**src/rtl/pipeline_hazard_ctrl_pkg.sv**
```systemverilog
// Shared definitions for the pipeline hazard sequencer: register-address width,
// the hardwired zero register and the sequencer state encoding.
package pipeline_hazard_ctrl_pkg;

    localparam int REG_ADDR_W = 5;
    localparam logic [REG_ADDR_W-1:0] ZERO_REG = '0;

    typedef enum logic [0:0] {
        ST_RUN      = 1'b0,
        ST_MEM_WAIT = 1'b1
    } state_t;

endpackage

```
**src/rtl/pipeline_hazard_ctrl_if.sv**
```systemverilog
// Hazard-control bundle between the pipeline datapath (master) and the
// sequencer (slave): hazard inputs, register enables/flushes and status.
interface pipeline_hazard_ctrl_if
    import pipeline_hazard_ctrl_pkg::*;
#(
    parameter int CNT_W = 16
);
    logic [REG_ADDR_W-1:0] id_rs;
    logic [REG_ADDR_W-1:0] id_rt;
    logic                  id_uses_rt;
    logic                  ex_mem_read;
    logic [REG_ADDR_W-1:0] ex_rd;
    logic                  mem_branch_taken;
    logic                  mem_jump;
    logic                  mem_req;
    logic                  dmem_ready;

    logic                  pc_en;
    logic                  pc_sel_target;
    logic                  ifid_en;
    logic                  ifid_flush;
    logic                  idex_en;
    logic                  idex_flush;
    logic                  exmem_en;
    logic                  exmem_flush;
    logic                  memwb_bubble;
    logic                  mem_timeout;
    logic [CNT_W-1:0]      stall_cycles;
    logic [CNT_W-1:0]      flush_events;

    modport master (
        output id_rs, id_rt, id_uses_rt, ex_mem_read, ex_rd,
               mem_branch_taken, mem_jump, mem_req, dmem_ready,
        input  pc_en, pc_sel_target, ifid_en, ifid_flush, idex_en, idex_flush,
               exmem_en, exmem_flush, memwb_bubble, mem_timeout,
               stall_cycles, flush_events
    );

    modport slave (
        input  id_rs, id_rt, id_uses_rt, ex_mem_read, ex_rd,
               mem_branch_taken, mem_jump, mem_req, dmem_ready,
        output pc_en, pc_sel_target, ifid_en, ifid_flush, idex_en, idex_flush,
               exmem_en, exmem_flush, memwb_bubble, mem_timeout,
               stall_cycles, flush_events
    );

endinterface

```
**src/rtl/pipeline_hazard_ctrl_sat_counter.sv**
```systemverilog
// Up-counter that sticks at all-ones; synchronous clear has priority over increment.
module sat_counter #(
    parameter int W = 16
) (
    input  logic         clk,
    input  logic         rst,
    input  logic         inc_i,
    input  logic         clear_i,
    output logic [W-1:0] count_o
);
    logic [W-1:0] cnt_q, cnt_d;

    always_comb begin
        cnt_d = cnt_q;
        if (clear_i)
            cnt_d = '0;
        else if (inc_i && (cnt_q != '1))
            cnt_d = cnt_q + 1'b1;
    end

    always_ff @(posedge clk or posedge rst) begin
        if (rst)
            cnt_q <= '0;
        else
            cnt_q <= cnt_d;
    end

    assign count_o = cnt_q;

endmodule

```
**src/rtl/pipeline_hazard_ctrl.sv**
```systemverilog
// Central sequencer for the IF/ID, ID/EX, EX/MEM and MEM/WB registers: resolves
// memory waits, MEM-stage redirects and load-use stalls, with status counters.
module pipeline_hazard_ctrl
    import pipeline_hazard_ctrl_pkg::*;
#(
    parameter int CNT_W       = 16,
    parameter int MEM_TIMEOUT = 64
) (
    input logic                   clk,
    input logic                   reset,
    pipeline_hazard_ctrl_if.slave bus
);
    localparam logic [CNT_W-1:0] WAIT_LAST = CNT_W'(MEM_TIMEOUT - 1);

    state_t           state_q, state_d;
    logic             timeout_q, timeout_d;
    logic [CNT_W-1:0] wait_cnt_q;
    logic             mem_hold, redirect, load_use;

    assign mem_hold = bus.mem_req & ~bus.dmem_ready;
    assign redirect = bus.mem_branch_taken | bus.mem_jump;
    assign load_use = bus.ex_mem_read & (bus.ex_rd != ZERO_REG) &
                      ((bus.ex_rd == bus.id_rs) |
                       (bus.id_uses_rt & (bus.ex_rd == bus.id_rt)));

    // Priority is identical in both states; MEM_WAIT only tracks the wait length.
    always_comb begin
        state_d           = ST_RUN;
        bus.pc_en         = 1'b1;
        bus.pc_sel_target = 1'b0;
        bus.ifid_en       = 1'b1;
        bus.ifid_flush    = 1'b0;
        bus.idex_en       = 1'b1;
        bus.idex_flush    = 1'b0;
        bus.exmem_en      = 1'b1;
        bus.exmem_flush   = 1'b0;
        bus.memwb_bubble  = 1'b0;
        if (reset) begin
            state_d = ST_RUN;
        end else if (mem_hold) begin
            state_d          = ST_MEM_WAIT;
            bus.pc_en        = 1'b0;
            bus.ifid_en      = 1'b0;
            bus.idex_en      = 1'b0;
            bus.exmem_en     = 1'b0;
            bus.memwb_bubble = 1'b1;
        end else if (redirect) begin
            bus.pc_sel_target = 1'b1;
            bus.ifid_flush    = 1'b1;
            bus.idex_flush    = 1'b1;
            bus.exmem_flush   = 1'b1;
        end else if (load_use) begin
            bus.pc_en      = 1'b0;
            bus.ifid_en    = 1'b0;
            bus.idex_flush = 1'b1;
        end
    end

    always_comb begin
        timeout_d = timeout_q;
        if (mem_hold && (wait_cnt_q == WAIT_LAST))
            timeout_d = 1'b1;
    end

    always_ff @(posedge clk or posedge reset) begin
        if (reset) begin
            state_q   <= ST_RUN;
            timeout_q <= 1'b0;
        end else begin
            state_q   <= state_d;
            timeout_q <= timeout_d;
        end
    end

    sat_counter #(.W(CNT_W)) u_wait_cnt (
        .clk     (clk),
        .rst     (reset),
        .inc_i   (mem_hold),
        .clear_i ((state_q == ST_MEM_WAIT) & ~mem_hold),
        .count_o (wait_cnt_q)
    );

    sat_counter #(.W(CNT_W)) u_stall_cnt (
        .clk     (clk),
        .rst     (reset),
        .inc_i   (~bus.pc_en),
        .clear_i (1'b0),
        .count_o (bus.stall_cycles)
    );

    sat_counter #(.W(CNT_W)) u_flush_cnt (
        .clk     (clk),
        .rst     (reset),
        .inc_i   (redirect & ~mem_hold),
        .clear_i (1'b0),
        .count_o (bus.flush_events)
    );

    assign bus.mem_timeout = timeout_q;

endmodule

```
**src/flat_wrapper.sv**
```systemverilog
// flat-port wrapper written by rule: the top's interface ports become plain ports
module pipeline_hazard_ctrl_flat import pipeline_hazard_ctrl_pkg::*;
#(
    parameter int CNT_W       = 16,
    parameter int MEM_TIMEOUT = 64
)
  (clk, reset, bus_id_rs, bus_id_rt, bus_id_uses_rt, bus_ex_mem_read, bus_ex_rd, bus_mem_branch_taken, bus_mem_jump, bus_mem_req, bus_dmem_ready, bus_pc_en, bus_pc_sel_target, bus_ifid_en, bus_ifid_flush, bus_idex_en, bus_idex_flush, bus_exmem_en, bus_exmem_flush, bus_memwb_bubble, bus_mem_timeout, bus_stall_cycles, bus_flush_events);
  pipeline_hazard_ctrl_if #(.CNT_W(CNT_W)) bus_i ();
  input logic clk;
  input logic reset;
  input wire logic [$bits(bus_i.id_rs)-1:0] bus_id_rs;
  input wire logic [$bits(bus_i.id_rt)-1:0] bus_id_rt;
  input wire logic [$bits(bus_i.id_uses_rt)-1:0] bus_id_uses_rt;
  input wire logic [$bits(bus_i.ex_mem_read)-1:0] bus_ex_mem_read;
  input wire logic [$bits(bus_i.ex_rd)-1:0] bus_ex_rd;
  input wire logic [$bits(bus_i.mem_branch_taken)-1:0] bus_mem_branch_taken;
  input wire logic [$bits(bus_i.mem_jump)-1:0] bus_mem_jump;
  input wire logic [$bits(bus_i.mem_req)-1:0] bus_mem_req;
  input wire logic [$bits(bus_i.dmem_ready)-1:0] bus_dmem_ready;
  output wire logic [$bits(bus_i.pc_en)-1:0] bus_pc_en;
  output wire logic [$bits(bus_i.pc_sel_target)-1:0] bus_pc_sel_target;
  output wire logic [$bits(bus_i.ifid_en)-1:0] bus_ifid_en;
  output wire logic [$bits(bus_i.ifid_flush)-1:0] bus_ifid_flush;
  output wire logic [$bits(bus_i.idex_en)-1:0] bus_idex_en;
  output wire logic [$bits(bus_i.idex_flush)-1:0] bus_idex_flush;
  output wire logic [$bits(bus_i.exmem_en)-1:0] bus_exmem_en;
  output wire logic [$bits(bus_i.exmem_flush)-1:0] bus_exmem_flush;
  output wire logic [$bits(bus_i.memwb_bubble)-1:0] bus_memwb_bubble;
  output wire logic [$bits(bus_i.mem_timeout)-1:0] bus_mem_timeout;
  output wire logic [$bits(bus_i.stall_cycles)-1:0] bus_stall_cycles;
  output wire logic [$bits(bus_i.flush_events)-1:0] bus_flush_events;
  assign bus_i.id_rs = bus_id_rs;
  assign bus_i.id_rt = bus_id_rt;
  assign bus_i.id_uses_rt = bus_id_uses_rt;
  assign bus_i.ex_mem_read = bus_ex_mem_read;
  assign bus_i.ex_rd = bus_ex_rd;
  assign bus_i.mem_branch_taken = bus_mem_branch_taken;
  assign bus_i.mem_jump = bus_mem_jump;
  assign bus_i.mem_req = bus_mem_req;
  assign bus_i.dmem_ready = bus_dmem_ready;
  assign bus_pc_en = bus_i.pc_en;
  assign bus_pc_sel_target = bus_i.pc_sel_target;
  assign bus_ifid_en = bus_i.ifid_en;
  assign bus_ifid_flush = bus_i.ifid_flush;
  assign bus_idex_en = bus_i.idex_en;
  assign bus_idex_flush = bus_i.idex_flush;
  assign bus_exmem_en = bus_i.exmem_en;
  assign bus_exmem_flush = bus_i.exmem_flush;
  assign bus_memwb_bubble = bus_i.memwb_bubble;
  assign bus_mem_timeout = bus_i.mem_timeout;
  assign bus_stall_cycles = bus_i.stall_cycles;
  assign bus_flush_events = bus_i.flush_events;
  pipeline_hazard_ctrl #(.CNT_W(CNT_W), .MEM_TIMEOUT(MEM_TIMEOUT)) u_core (.clk(clk), .reset(reset), .bus(bus_i));
endmodule
```
**config.mk**
```make
export PLATFORM = sky130hd
export DESIGN_NAME = pipeline_hazard_ctrl_flat
export DESIGN_NICKNAME = d
export VERILOG_FILES = /design/src/rtl/pipeline_hazard_ctrl_pkg.sv /design/src/rtl/pipeline_hazard_ctrl_if.sv /design/src/rtl/pipeline_hazard_ctrl_sat_counter.sv /design/src/rtl/pipeline_hazard_ctrl.sv /design/src/flat_wrapper.sv
export SDC_FILE = /design/constraint.sdc
export NUM_CORES = 1
export LEC_CHECK = 0
export ABC_AREA = 1
export BUFFER_PORTS_ARGS = -buffer_cell sky130_fd_sc_hd__buf_2
export CAP_MARGIN = 25
export CORE_MARGIN = 5
export CORE_UTILIZATION = 45
export DETAILED_ROUTE_END_ITERATION = 8
export PLACE_DENSITY_LB_ADDON = 0.15
export SYNTH_ARGS = -nofsm -noshare
export SYNTH_HDL_FRONTEND = slang
export SYNTH_SLANG_ARGS = --single-unit
```
**constraint.sdc**
```tcl
create_clock -name clk -period 1.9 [get_ports clk]
set_input_delay 0.38 -clock clk [delete_from_list [all_inputs] [get_ports clk]]
set_output_delay 0.38 -clock clk [all_outputs]
set_load 0.05 [all_outputs]
```
==> results.sh <==
export IMPL_drt_iter0_markers=123
export IMPL_first_global_vias=2786
export IMPL_worstSkewPairLatency_ns=0.31
export IMPL_p_int_w=0.00190
export IMPL_maxCapViolations=0
export IMPL_cts_tree="yes"
export IMPL_cp_start_kind="input port"
export IMPL_relSlewSlack_pct=78.9
export IMPL_h_tree_depth=2
export IMPL_area_growth_pct=20.8
export IMPL_wl_um=7440
export IMPL_pwr_share_clk_pct=18.1
export IMPL_grt_first_pass_wirelength_um=12400
export IMPL_setup_ws_ns=0.0805
export IMPL_start_util_pct=46.7
export IMPL_avgSynthCellArea_um2=7.06
export IMPL_grtUsageTotal_pct=17.2
export IMPL_synth_cell_type_count=27
export IMPL_p_leak_nw=2.00
export IMPL_status="completed"
export IMPL_place_gp_congestion=0.875
export IMPL_crit_path_end_kind="primary output"
export IMPL_ys_ff_latch=50
export IMPL_antenna_found_initial=0
export IMPL_worstPathRequired_ns=1.52
export IMPL_synthFlopType="dfrtp_1"
export IMPL_ant_nets=0
export IMPL_port_buffers=64
export IMPL_combinationalPowerShare_pct=38.2
export IMPL_yosysTopAreaCell="dfrtp_1"
export IMPL_synthMostInstantiatedCell="nand2_1"
export IMPL_diodes=0
export IMPL_report_final_hold_viol_count=0
export IMPL_numClockSinks=50
export IMPL_drc=0
export IMPL_routedWlPerCell_um=11.9
export IMPL_clk_pin_slew_ns=0.10
export IMPL_finalInstanceArea_um2=3850
export IMPL_ios=65
export IMPL_crit_type="input port to primary output"
export IMPL_overflow=0
export IMPL_synth_edf_count=0
export IMPL_rsz0062_at_grt="true"
export IMPL_synth_nets=478
export IMPL_fin_worst_skew_ns=0.0163
export IMPL_ir_worst_vdd_v=0.000788
export IMPL_fin_crit_sh_pct=95.8
export IMPL_synth_cells=452
export IMPL_p_switching_w=0.00154
export IMPL_pre_cts_ws_ns=0.0699
export IMPL_p_sw_share_pct=44.7
export IMPL_setup_violations=0
export IMPL_layout_nets=556
export IMPL_period_minus_slack_ns=1.82
export IMPL_via_count=3029
export IMPL_clockRootBuffer="clkbuf_8"
export IMPL_async_flop_share_pct=100
export IMPL_core_um2=6830
export IMPL_power_density_nw_per_um2=893
export IMPL_yosys_area_top_type_share_pct=39.2
export IMPL_arrival_ns=1.44
export IMPL_cts_buffers=5
export IMPL_drive_above_1_share_pct=21.1
export IMPL_synth_area_leaders="dfrtp_1 39%, nand2_1 18%, nand3_1 7.4%"
export IMPL_die_h_um=94.2
export IMPL_rows=30
export IMPL_place_hpwl_um=5570
export IMPL_hold_ws_ns=0.159
export IMPL_slew_viol_final=0
export IMPL_die_w_um=94.2
export IMPL_grt_max_degree=51
export IMPL_fmax_mhz=550
export IMPL_crit_fanout=5
export IMPL_netlist_area_um2=3190
export IMPL_clockBufferDepth=2
export IMPL_finish_utilization_pct=56.4
export IMPL_drtPass1Iterations=4
export IMPL_worst_slew_pin_slew_ns=0.315
export IMPL_yosysSeqAreaShare_pct=39.2
export IMPL_yosys_warnings=0
export IMPL_setup_tns_ns=0
export IMPL_die_area_um2=8870
export IMPL_viasPerCell=4.83
export IMPL_place_area_um2=3740
export IMPL_p_seq_share_pct=43.7
export IMPL_synthTopCellsByCount="150 x nand2_1, 51 x inv_1, 50 x dfrtp_1, 50 x nor2_1, 47 x nand3_1"
export IMPL_hp_class="input port to asynchronous set/reset pin"
layer usage:
layer,global-route usage (%),share of wire [%]
met5,0,0
met4,3.85,0.79
met3,4.17,6.0
met2,27.9,46
met1,23.1,48
power groups by stage:
stage	Sequential, W	Combinational, W	Clock (W)
floorplan	0.00194	0.000546	0
global placement	0.00151	0.00130	0
detailed placement	0.00152	0.00132	0
CTS	0.00150	0.00133	0.000645
global route	0.00154	0.00145	0.000677
finish	0.00150	0.00132	0.000623
path summary, 6_finish.rpt:
check / from / endpoint / slack [ns] / cells past startpoint
worst max-delay path: bus_mem_req / bus_pc_en / 0.08 / 9
worst min-delay path: reset / u_core.u_flush_cnt.count_o[11]$_DFFE_PP0P_ / 0.16 / 3
worst max register to register: u_core.u_stall_cnt.count_o[1]$_DFFE_PP0P_ / u_core.u_stall_cnt.count_o[14]$_DFFE_PP0P_ / 0.17 / 10
worst min register to register: u_core.bus.mem_timeout$_DFFE_PP0P_ / u_core.bus.mem_timeout$_DFFE_PP0P_ / 0.49 / 1
max in group asynchronous: reset / u_core.u_stall_cnt.count_o[0]$_DFFE_PP0P_ / 1.51 / 3
min in group clk: reset / u_core.state_q$_DFF_PP0_ / 0.33 / 2
layout make-up:
class                      count  area, um2
timing repair buffer          79        445
sequential                    50       1260
tap                           96        120
clock inverter                 2       10.0
clock buffer                   6       72.6
inverter                      51        206
fill                         686       2980
multi-input combinational    343       1740
cells by family (layout without fill, tap and decap cells):
group                      after synthesis  in the layout  share of synthesized area, %
buffers and inverters                   60            138                          8.12
and+or+nand+nor                        283            284                          38.3
DFF                                     50             50                          39.2
xor gates and xnor gates                36             36                          9.88
AOI/OAI and AO/OA                       20             20                          3.33
adders and majority gates                3              3                          1.18
registers in the layout, summed over array words and instances, names as in the netlist:
signal,flops
u_core.bus.mem_timeout,1
u_core.state_q,1
u_core.u_flush_cnt.count_o,16
u_core.u_stall_cnt.count_o,16
u_core.u_wait_cnt.count_o,16
cells in the final DEF (no fill, tap or decap), drive strengths merged, types with 2 or more instances in the layout:
cell type	synthesis	final
inv	51	49
nor4	2	2
clkinvlp	0	2
nor2	56	56
nand3	47	47
buf	9	79
nand3b	2	2
ha	3	3
nand2	153	154
xor2	26	26
clkbuf	0	6
a21oi	2	2
dfrtp	50	50
nor3	14	14
nand4	7	7
o21ai	16	16
clkinv	0	2
xnor2	10	10
critical path, cell delays in order:
cell	delay [ns]
buf_2	0.13
inv_8	0.03
nor2_4	0.12
inv_2	0.09
nor2_4	0.15
clkinvlp_4	0.13
nand2_4	0.10
clkinvlp_4	0.09
buf_2	0.21
repair_timing:
action,4_1_cts,5_1_grt
hold buffers,0,0
resized for setup,0,3
setup endpoints to repair,0,18
buffers inserted,0,0
hold endpoints to repair,0,0
metrics by stage:
step,power (W),std cells
finish,0.00344,627
global route,0.00367,627
CTS,0.00347,626
detailed placement,0.00284,618
global placement,0.00282,618
floorplan,0.00248,452
No activity file was read; power rests on OpenSTA's default activity.
